`src/rtl/ptp_pkg.sv`:
```
// Shared op codes, FSM state encodings and counter widths for the ha1588 command sequencer.
package ptp_pkg;

    typedef enum logic [1:0] {
        OP_WRITE = 2'b00,
        OP_READ  = 2'b01,
        OP_POLL  = 2'b10,
        OP_WAIT  = 2'b11
    } cmd_op_e;

    typedef enum logic [2:0] {
        ST_IDLE,
        ST_WR,
        ST_RD,
        ST_RD_WAIT,
        ST_CHECK,
        ST_GAP,
        ST_DLY,
        ST_RSP
    } state_e;

    localparam int DLY_W = 16;
    localparam int LAT_W = 2;

endpackage

```
`src/rtl/ptp_cmd_fifo.sv`:
```
// Synchronous first-word-fall-through command FIFO with registered full/empty flags.
module ptp_cmd_fifo #(
    parameter int WIDTH = 8,
    parameter int DEPTH = 4
) (
    input  logic                     clk,
    input  logic                     rst_n,
    input  logic                     push,
    input  logic [WIDTH-1:0]         wdata,
    input  logic                     pop,
    output logic [WIDTH-1:0]         rdata,
    output logic                     full,
    output logic                     empty,
    output logic [$clog2(DEPTH):0]   count
);
    localparam int PW = $clog2(DEPTH);
    localparam int CW = PW + 1;

    logic [WIDTH-1:0] mem [DEPTH];
    logic [PW-1:0]    wr_ptr;
    logic [PW-1:0]    rd_ptr;
    logic             do_push;
    logic             do_pop;
    logic [CW-1:0]    count_nxt;

    assign do_push   = push && !full;
    assign do_pop    = pop && !empty;
    assign count_nxt = count + CW'(do_push) - CW'(do_pop);
    assign rdata     = mem[rd_ptr];

    always_ff @(posedge clk or negedge rst_n) begin
        if (!rst_n) begin
            wr_ptr <= '0;
            rd_ptr <= '0;
            count  <= '0;
            full   <= 1'b0;
            empty  <= 1'b1;
        end else begin
            if (do_push) begin
                wr_ptr <= wr_ptr + PW'(1);
            end
            if (do_pop) begin
                rd_ptr <= rd_ptr + PW'(1);
            end
            count <= count_nxt;
            full  <= (count_nxt == CW'(DEPTH));
            empty <= (count_nxt == '0);
        end
    end

    // Storage carries no reset; only the pointers decide what is valid.
    always_ff @(posedge clk) begin
        if (do_push) begin
            mem[wr_ptr] <= wdata;
        end
    end

endmodule

```
`src/rtl/ptp_up_cmd_seq.sv`:
```
// Bus-master sequencer: replays queued WRITE/READ/POLL/WAIT commands as ha1588 register strobes.
module ptp_up_cmd_seq
    import ptp_pkg::*;
#(
    parameter int AW       = 8,
    parameter int DW       = 32,
    parameter int DEPTH    = 4,
    parameter int RD_LAT   = 1,
    parameter int POLL_GAP = 4,
    parameter int POLL_MAX = 16
) (
    input  logic          clk,
    input  logic          rst_n,
    input  logic          cmd_valid,
    output logic          cmd_ready,
    input  logic [1:0]    cmd_op,
    input  logic [AW-1:0] cmd_addr,
    input  logic [DW-1:0] cmd_data,
    input  logic [DW-1:0] cmd_mask,
    output logic          up_wr,
    output logic          up_rd,
    output logic [AW-1:0] up_addr,
    output logic [DW-1:0] up_data_wr,
    input  logic [DW-1:0] up_data_rd,
    output logic          rsp_valid,
    input  logic          rsp_ready,
    output logic [DW-1:0] rsp_data,
    output logic          rsp_timeout,
    output logic          busy
);
    localparam int EW       = 2 + AW + 2 * DW;
    localparam int CW       = $clog2(DEPTH) + 1;
    localparam int PCW      = $clog2(POLL_MAX + 1);
    localparam int GAP_LOAD = (POLL_GAP > 0) ? POLL_GAP - 1 : 0;

    function automatic logic poll_match(input logic [DW-1:0] rd,
                                        input logic [DW-1:0] exp_val,
                                        input logic [DW-1:0] mask);
        return ((rd ^ exp_val) & mask) == '0;
    endfunction

    logic          push;
    logic          pop;
    logic          fifo_full;
    logic          fifo_empty;
    logic [CW-1:0] fifo_count;
    logic [CW-1:0] fifo_count_nxt;
    logic [EW-1:0] fifo_wdata;
    logic [EW-1:0] fifo_rdata;
    logic [1:0]    head_op;
    logic [AW-1:0] head_addr;
    logic [DW-1:0] head_data;
    logic [DW-1:0] head_mask;

    state_e           state, state_nxt;
    cmd_op_e          op, op_nxt;
    logic [DW-1:0]    exp_val, exp_val_nxt;
    logic [DW-1:0]    mask_val, mask_val_nxt;
    logic [DW-1:0]    rd_val, rd_val_nxt;
    logic [PCW-1:0]   poll_cnt, poll_cnt_nxt;
    logic [DLY_W-1:0] dly_cnt, dly_cnt_nxt;
    logic [LAT_W-1:0] lat_cnt, lat_cnt_nxt;
    logic             up_wr_nxt;
    logic             up_rd_nxt;
    logic [AW-1:0]    up_addr_nxt;
    logic [DW-1:0]    up_data_wr_nxt;
    logic             rsp_valid_nxt;
    logic [DW-1:0]    rsp_data_nxt;
    logic             rsp_timeout_nxt;
    logic             busy_nxt;

    assign cmd_ready  = !fifo_full;
    assign push       = cmd_valid && !fifo_full;
    assign fifo_wdata = {cmd_op, cmd_addr, cmd_data, cmd_mask};
    assign head_op    = fifo_rdata[EW-1 -: 2];
    assign head_addr  = fifo_rdata[2*DW +: AW];
    assign head_data  = fifo_rdata[DW +: DW];
    assign head_mask  = fifo_rdata[0 +: DW];

    assign fifo_count_nxt = fifo_count + CW'(push) - CW'(pop);

    ptp_cmd_fifo #(
        .WIDTH (EW),
        .DEPTH (DEPTH)
    ) u_fifo (
        .clk   (clk),
        .rst_n (rst_n),
        .push  (push),
        .wdata (fifo_wdata),
        .pop   (pop),
        .rdata (fifo_rdata),
        .full  (fifo_full),
        .empty (fifo_empty),
        .count (fifo_count)
    );

    always_comb begin
        state_nxt       = state;
        op_nxt          = op;
        exp_val_nxt     = exp_val;
        mask_val_nxt    = mask_val;
        rd_val_nxt      = rd_val;
        poll_cnt_nxt    = poll_cnt;
        dly_cnt_nxt     = dly_cnt;
        lat_cnt_nxt     = lat_cnt;
        up_wr_nxt       = 1'b0;
        up_rd_nxt       = 1'b0;
        up_addr_nxt     = up_addr;
        up_data_wr_nxt  = up_data_wr;
        rsp_valid_nxt   = rsp_valid;
        rsp_data_nxt    = rsp_data;
        rsp_timeout_nxt = rsp_timeout;
        pop             = 1'b0;

        case (state)
            ST_IDLE: begin
                if (!fifo_empty) begin
                    pop          = 1'b1;
                    op_nxt       = cmd_op_e'(head_op);
                    exp_val_nxt  = head_data;
                    mask_val_nxt = head_mask;
                    case (cmd_op_e'(head_op))
                        OP_WRITE: begin
                            state_nxt      = ST_WR;
                            up_wr_nxt      = 1'b1;
                            up_addr_nxt    = head_addr;
                            up_data_wr_nxt = head_data;
                        end
                        OP_READ, OP_POLL: begin
                            state_nxt    = ST_RD;
                            up_rd_nxt    = 1'b1;
                            up_addr_nxt  = head_addr;
                            poll_cnt_nxt = PCW'(1);
                        end
                        default: begin
                            state_nxt   = ST_DLY;
                            dly_cnt_nxt = head_data[DLY_W-1:0];
                        end
                    endcase
                end
            end
            ST_WR: state_nxt = ST_IDLE;
            ST_RD: begin
                state_nxt   = ST_RD_WAIT;
                lat_cnt_nxt = LAT_W'(RD_LAT - 1);
            end
            ST_RD_WAIT: begin
                if (lat_cnt == '0) begin
                    if (op == OP_POLL) begin
                        state_nxt  = ST_CHECK;
                        rd_val_nxt = up_data_rd;
                    end else begin
                        state_nxt       = ST_RSP;
                        rsp_valid_nxt   = 1'b1;
                        rsp_data_nxt    = up_data_rd;
                        rsp_timeout_nxt = 1'b0;
                    end
                end else begin
                    lat_cnt_nxt = lat_cnt - LAT_W'(1);
                end
            end
            ST_CHECK: begin
                // A match wins over exhaustion on the final read.
                if (poll_match(rd_val, exp_val, mask_val) || poll_cnt == PCW'(POLL_MAX)) begin
                    state_nxt       = ST_RSP;
                    rsp_valid_nxt   = 1'b1;
                    rsp_data_nxt    = rd_val;
                    rsp_timeout_nxt = !poll_match(rd_val, exp_val, mask_val);
                end else if (POLL_GAP == 0) begin
                    state_nxt    = ST_RD;
                    up_rd_nxt    = 1'b1;
                    poll_cnt_nxt = poll_cnt + PCW'(1);
                end else begin
                    state_nxt   = ST_GAP;
                    dly_cnt_nxt = DLY_W'(GAP_LOAD);
                end
            end
            ST_GAP: begin
                if (dly_cnt == '0) begin
                    state_nxt    = ST_RD;
                    up_rd_nxt    = 1'b1;
                    poll_cnt_nxt = poll_cnt + PCW'(1);
                end else begin
                    dly_cnt_nxt = dly_cnt - DLY_W'(1);
                end
            end
            ST_DLY: begin
                if (dly_cnt == '0) begin
                    state_nxt = ST_IDLE;
                end else begin
                    dly_cnt_nxt = dly_cnt - DLY_W'(1);
                end
            end
            ST_RSP: begin
                if (rsp_ready) begin
                    state_nxt     = ST_IDLE;
                    rsp_valid_nxt = 1'b0;
                end
            end
            default: state_nxt = ST_IDLE;
        endcase

        busy_nxt = (state_nxt != ST_IDLE) || (fifo_count_nxt != '0);
    end

    always_ff @(posedge clk or negedge rst_n) begin
        if (!rst_n) begin
            state       <= ST_IDLE;
            op          <= OP_WRITE;
            poll_cnt    <= '0;
            dly_cnt     <= '0;
            lat_cnt     <= '0;
            up_wr       <= 1'b0;
            up_rd       <= 1'b0;
            up_addr     <= '0;
            up_data_wr  <= '0;
            rsp_valid   <= 1'b0;
            rsp_data    <= '0;
            rsp_timeout <= 1'b0;
            busy        <= 1'b0;
        end else begin
            state       <= state_nxt;
            op          <= op_nxt;
            poll_cnt    <= poll_cnt_nxt;
            dly_cnt     <= dly_cnt_nxt;
            lat_cnt     <= lat_cnt_nxt;
            up_wr       <= up_wr_nxt;
            up_rd       <= up_rd_nxt;
            up_addr     <= up_addr_nxt;
            up_data_wr  <= up_data_wr_nxt;
            rsp_valid   <= rsp_valid_nxt;
            rsp_data    <= rsp_data_nxt;
            rsp_timeout <= rsp_timeout_nxt;
            busy        <= busy_nxt;
        end
    end

    // Command operands are only consulted after the FSM has loaded them.
    always_ff @(posedge clk) begin
        exp_val  <= exp_val_nxt;
        mask_val <= mask_val_nxt;
        rd_val   <= rd_val_nxt;
    end

endmodule

```
`config.mk`:
```
export PLATFORM = sky130hd
export DESIGN_NAME = ptp_up_cmd_seq
export DESIGN_NICKNAME = d
export VERILOG_FILES = /design/src/rtl/ptp_pkg.sv /design/src/rtl/ptp_cmd_fifo.sv /design/src/rtl/ptp_up_cmd_seq.sv
export SDC_FILE = /design/constraint.sdc
export NUM_CORES = 1
export LEC_CHECK = 0
export CAP_MARGIN = 20
export CORE_ASPECT_RATIO = 1.25
export CORE_MARGIN = 2
export CORE_UTILIZATION = 48
export DETAILED_ROUTE_END_ITERATION = 10
export PLACE_DENSITY = 0.69
export SKIP_CTS_REPAIR_TIMING = 1
export SYNTH_ARGS = -nofsm -noshare
export SYNTH_HDL_FRONTEND = slang
export SYNTH_HIERARCHICAL = 1
export SYNTH_SLANG_ARGS = --single-unit
```
`constraint.sdc`:
```
create_clock -name clk -period 12.38 [get_ports clk]
set_clock_uncertainty 0.1 [all_clocks]
set_input_delay 1.857 -clock clk [delete_from_list [all_inputs] [get_ports clk]]
set_output_delay 1.857 -clock clk [all_outputs]
set_load 0.02 [all_outputs]
```
After elaboration in Yosys (flattened, before gate mapping)
Memories as Yosys holds them, arrays and structs flattened.
Index checks and enable logic that the tools add are counted.
{"block": "word_totals", "ff_bits": 210, "ramBits": 296, "word_cells": 134, "mem_count": 1}
{"block": "op_classes", "addsub": 9, "eq_ne": 23, "muxes": 44, "n_bitwise": 3, "n_reduce_logical": 33}
{"memory": "u_fifo.mem", "words": 4, "word_bits": 74, "read_ports": 1, "rd_clocked_by_memory_dff": 0, "write_ports": 1, "line_no": "ptp_cmd_fifo.sv:19", "source": "logic [WIDTH-1:0] mem [DEPTH];"}
{"op": "$mux W32", "count": 3}
{"op": "$mux W16", "count": 4}
{"op": "$pmux W32 S2", "count": 1}
{"op": "$pmux W16 S3", "count": 1}
{"op": "$and A32 B32 Y32", "count": 1}
{"op": "$logic_not A32 Y1", "count": 1}
{"op": "$xor A32 B32 Y32", "count": 1}
{"op": "$pmux W3 S8", "count": 1}
{"op": "$ne A2 B2 Y1 const B", "count": 10}
{"op": "$mux W1", "count": 17}
{"op": "$logic_not A16 Y1", "count": 1}
{"op": "$sub A16 B1 Y16 const B", "count": 1}
{"op": "$eq A3 B3 Y1 const B", "count": 5}
{"op": "$mux W3", "count": 5}
{"op": "$mux W5", "count": 3}
{"op": "$reduce_bool A3 Y1", "count": 4}
{"op": "$pmux W5 S2", "count": 1}
{"op": "$reduce_and A5 Y1", "count": 2}
{"op": "$reduce_and A3 Y1", "count": 3}
{"op": "$reduce_and A4 Y1", "count": 2}
{"op": "$add A3 B1 Y3", "count": 2}
{"op": "$eq A3 B2 Y1 const B", "count": 2}
{"op": "$logic_not A3 Y1", "count": 2}
{"op": "$mux W2", "count": 3}
{"op": "other kinds (22)", "count": 36}

Longest topological paths before layout
{"block": "logic_depth", "word_depth": 8, "depth_mapped": 11}

By module
Netlist, hierarchy kept.
{"module": "ptp_cmd_fifo", "n_inst": 1, "cells_per_inst": 423, "area_per_inst_um2": 11189.5, "seq_area_each_um2": 9115.0}
{"module": "ptp_up_cmd_seq", "n_inst": 1, "cells_per_inst": 585, "area_per_inst_um2": 8413.1, "seq_area_each_um2": 5510.3}

Worst setup path before layout
Ideal clock, no wire load.
{"block": "synth_path", "path_kind": "reg-to-reg", "from": "reg state[0]", "to": "reg u_fifo.full", "setup_time_ns": 0.088, "t_arrival_ns": 4.667, "required_time_ns": 12.192, "path_slack_ns": 7.525, "stages_incl_launch_ff": 11, "period_less_slack_ns": 4.855, "cell_sequence": "dfrtp_1 > buf_1 > nor4_4 > nor2b_1 > ha_1 > inv_1 > ha_1 > inv_1 > fa_1 > xor3_1 > nor3b_1"}
{"block": "synth_via", "elab_chain_cells": 5}
{"element": "start, declared", "line_no": "ptp_up_cmd_seq.sv:55", "source": "state_e state, state_nxt;"}
{"element": "start signal, assigned", "line_no": "ptp_up_cmd_seq.sv:222", "source": "state <= state_nxt;"}
{"element": "$logic_not A3 Y1", "line_no": "ptp_up_cmd_seq.sv:115", "source": "case (state)"}
{"element": "$mux W1", "line_no": "ptp_up_cmd_seq.sv:115"}
{"element": "net pop", "line_no": "ptp_up_cmd_seq.sv:43", "source": "logic pop;"}
{"element": "$logic_and A1 B1 Y1", "line_no": "ptp_cmd_fifo.sv:27", "source": "assign do_pop = pop && !empty;"}
{"element": "net u_fifo.do_pop", "line_no": "ptp_cmd_fifo.sv:23", "source": "logic do_pop;"}
{"element": "$sub A3 B1 Y3", "line_no": "ptp_cmd_fifo.sv:28", "source": "assign count_nxt = count + CW'(do_push) - CW'(do_pop);"}
{"element": "net u_fifo.count_nxt[2]", "line_no": "ptp_cmd_fifo.sv:24", "source": "logic [CW-1:0] count_nxt;"}
{"element": "$eq A3 B3 Y1", "line_no": "ptp_cmd_fifo.sv:46", "source": "full <= (count_nxt == CW'(DEPTH));"}
{"element": "end signal, assigned", "line_no": "ptp_cmd_fifo.sv:46"}
{"element": "end, declared", "line_no": "ptp_cmd_fifo.sv:12", "source": "output logic full,"}
The timed path passes the listed nets, and every way through them passes these cells.
A chain may end at the register's enable or synchronous reset.

Final worst setup path
{"block": "layout_path", "from": "in cmd_valid", "to": "reg u_fifo.full"}
{"block": "layout_via", "elab_chain_cells": 5}
{"element": "start, declared", "line_no": "ptp_up_cmd_seq.sv:14", "source": "input logic cmd_valid,"}
{"element": "$logic_and A1 B1 Y1", "line_no": "ptp_up_cmd_seq.sv:73", "source": "assign push = cmd_valid && !fifo_full;"}
{"element": "net push", "line_no": "ptp_up_cmd_seq.sv:42", "source": "logic push;"}
{"element": "$logic_and A1 B1 Y1", "line_no": "ptp_cmd_fifo.sv:26", "source": "assign do_push = push && !full;"}
{"element": "$add A3 B1 Y3", "line_no": "ptp_cmd_fifo.sv:28"}
{"element": "$sub A3 B1 Y3", "line_no": "ptp_cmd_fifo.sv:28"}
{"element": "net u_fifo.count_nxt[2]", "line_no": "ptp_cmd_fifo.sv:24"}
{"element": "$eq A3 B3 Y1", "line_no": "ptp_cmd_fifo.sv:46"}
The timed path passes the listed nets, and every way through them passes these cells.

==> results by group <==
Synth
  – Synthesized area: 0.0196 mm²
  – Ys async rst share: 22.5%
  – Synthesized area per cell: 19.4 µm²
  – Yosys cell types: 57
  – Ranking of synthesized cells by area: edfxtp_1 60%, dfrtp_1 14%, mux4_2 8.5%
  – Flops & latches, synth: 506
  – Main combinational cell family by area after synthesis: multiplexers
  – Post-synth EDFFs: 392
  – Area share of the largest cell type after synthesis: 60.0%
  – Synth Area in Compound Gates: 4.83%
  – Post-Syn Nets: 1,136
  – Cells after synthesis: 1,008
  – Synth Area in Simple Gates: 3.83%
  – Ys flop type: edfxtp_1
  – Mux contribution to synthesized area: 11.4%
  – Synth warn: 6
  – Post-synthesis adder-cell area fraction: 1.23%
  – Post-synthesis sequential area ratio: 74.6%
  – Synth area leader: edfxtp_1
  – Post-synthesis xor/xnor area fraction: 2.13%

Power and ir drop
  – Part of the power in registers: 46.4%
  – Combinational share of power: 25.4%
  – Power Dens Cells: 222 mW/mm²
  – Switching Fraction: 29.0%
  – Worst vdd ir: 135 µV
  – P_sw: 1520 µW
  – Int Power: 3710 µW
  – Clock power share: 28.2%
  – Leak Pwr: 0.00833 µW

Routing
  – Drt first pass iters: 6
  – Detailed Route Iter0 Violations: 817
  – Post-DR vias/cell: 5.51
  – Routed via count: 9,952
  – Overall routed net length: 41,800 µm
  – # DRC: 0
  – DRT antenna net count: 0
  – Routed length per instance: 23.1 µm

Timing
  – Total Neg Setup Slack: 0 ns
  – Crit share post-route: 34.5%
  – Rel. slew slack: 25.7%
  – Final Hold Viols: 0
  – Fmax: 234 MHz
  – Clock period minus worst slack: 4.27 ns
  – Final setup fails: 0
  – Slew @ Worst Pin: 1.11 ns
  – RSZ-0062 raised after global routing: false
  – Worst hold slack: 0.387 ns
  – Pins Over Slew Limit: 0

Final layout
  – # fillers: 3,030
  – Nets@finish: 1,346
  – Share of layout cells above drive strength 1: 16.8%
  – Synth-to-layout area growth: 20.4%
  – Layout Cells excl Fill: 1,806

Critical path
  – Critical path class: in2reg
  – Critical path endpoint category: register
  – Crit path max fanout: 7
  – Worst Reg-to-Reg Cells: 5
  – WP data arrival: 4.64 ns
  – Crit start category: input port
  – Worst path required time: 12.75 ns

Clocking
  – Root Driver: clkbuf_16
  – TritonCTS Buffers: 48
  – CTS tree: done
  – H-tree depth: 2
  – Clock Tree Buf Depth: 3
  – Clock slew at reported path FFs: 0.06 ns
  – Clk sinks: 506
  – Clk_lat worst skew: 0.56 ns

Global routing
  – Largest net degree at the start of global routing: 68
  – Initial antenna violation count: 1
  – First-pass GRT wire length: 63,100 µm
  – Number of global-route vias before repair: 10,278
  – Total track usage: 20.1%
  – Gr ovfl total: 0

Placed design
  – DP HPWL: 26,800 µm
  – GP Congestion: 0.789
  – # port buffers: 187
  – Placed insts: 1,714

Worst hold path
  – Worst min-delay path category: reg2reg
  – Hold Path Cell Cnt: 1

Die
  – Die H: 230 µm
  – Core area: 0.0402 mm²
  – Initial Util: 48.7%
  – Row count: 82
  – Top-Level Pins: 188
  – Die area: 0.0425 mm²
  – Die width: 185 µm

Outcome
  – Status: complete, no violations

Flow run
  – Maxcap violations: 0
[worst max-delay path, stage by stage]
cell and delay [ns]:
clkdlybuf4s50_1 0.45, nor2b_1 0.18, nor2b_1 0.55, inv_1 0.10, ha_1 0.31, inv_1 0.05, ha_1 0.13, inv_1 0.05
fa_1 0.35, xor3_1 0.42, nor3b_1 0.19
[power groups by stage]
stage	clock, µW	sequential (µW)	combinational [µW]
after floorplan	0	2440	913
after global placement	0	2460	1320
after detailed placement	0	2470	1340
after CTS	1500	2430	1350
after global routing	1570	2470	1430
final	1480	2430	1330
[logic make-up after synthesis]
kind of cell | Yosys count
buf+inv | 66
xor+xnor | 46
compound gates | 121
fa+ha+maj | 18
simple gates | 129
mux | 122
flops | 506
[path summary, 6_finish.rpt]
path                                               from                           end  slack, ns
setup / recovery                              cmd_valid         u_fifo/full$_DFF_PN0_       8.11
hold / removal                   up_addr[7]$_DFFE_PN0P_        up_addr[7]$_DFFE_PN0P_       0.39
setup reg to reg           u_fifo/rd_ptr[0]$_DFFE_PN0P_        up_addr[6]$_DFFE_PN0P_       8.21
hold reg to reg                  up_addr[7]$_DFFE_PN0P_        up_addr[7]$_DFFE_PN0P_       0.39
max in group asynchronous                         rst_n  u_fifo/rd_ptr[1]$_DFFE_PN0P_       9.43
min in group asynchronous                         rst_n        up_addr[4]$_DFFE_PN0P_       1.26
[area by class of cell]
class | count | area (µm²) | share of cell area, %
antenna | 2 | 5.00 | 0.0212
clock buffer | 68 | 1380 | 5.83
clock inverter | 22 | 224 | 0.949
inverter | 24 | 90.1 | 0.382
multi-input combinational | 436 | 4610 | 19.5
sequential | 506 | 14600 | 62.0
tap | 546 | 683 | 2.89
timing repair buffer | 202 | 1980 | 8.39
[registers in the layout, indices dropped and copies added, names as in the netlist, 3 cells and up]
name and count:
u_fifo/mem 296, exp_val 32, mask_val 32, rd_val 32, rsp_data 32, up_data_wr 32
dly_cnt 16, up_addr 8, poll_cnt 5, state 3, u_fifo/count 3
[metrics by stage]
stage	instance area, µm²	total power [µW]	worst slack [ns]	utilization, %
6_report	23600	5230	8.11	58.7
5_1_grt	23600	5470	7.91	58.7
4_1_cts	23600	5290	8.11	58.7
3_5_place_dp	22000	3810	7.53	54.7
3_3_place_gp	22000	3780	7.61	54.7
2_1_floorplan	19600	3350	7.53	-
[placed cells by master (no fill, tap or decap), drive strengths merged, types with 12 or more instances in the layout]
master	Yosys	routed
o21ai	12	12
dfrtp	113	113
mux2	48	48
buf	27	16
ha	16	16
clkbuf	15	68
nand2	18	18
and2	38	38
a21oi	22	22
clkinv	0	13
mux4	74	74
a22oi	22	22
xor2	37	37
clkdlybuf4s50	0	186
a221o	32	32
nor2	22	22
inv	24	27
edfxtp	392	392
[cell usage after synthesis, drive strengths merged, types with 2 or more instances]
cell type	count
a31oi	2
clkbuf	15
mux2	48
a221o	32
o211ai	9
or4	3
o2bb2ai	9
nor4	7
a21oi	22
dfrtp	113
edfxtp	392
nand4	6
and2	38
nor3b	2
xnor2	8
nand3b	2
ha	16
a22o	2
o31ai	3
mux4	74
nand2b	3
xor2	37
buf	27
nand2	18
or2	2
inv	24
nor3	9
nand3	4
nor2b	9
o21ai	12
nor2	22
a221oi	2
a22oi	22
fa	2
[metal layers]
layer,vias to the layer above,track usage (%),wire length [µm]
li1,4437,-,-
met1,5191,27.4,17400
met2,280,34.2,21700
met3,44,3.18,2090
met4,0,4.46,658
met5,-,0,0
Note: power is estimated with default switching activity, not from simulation.
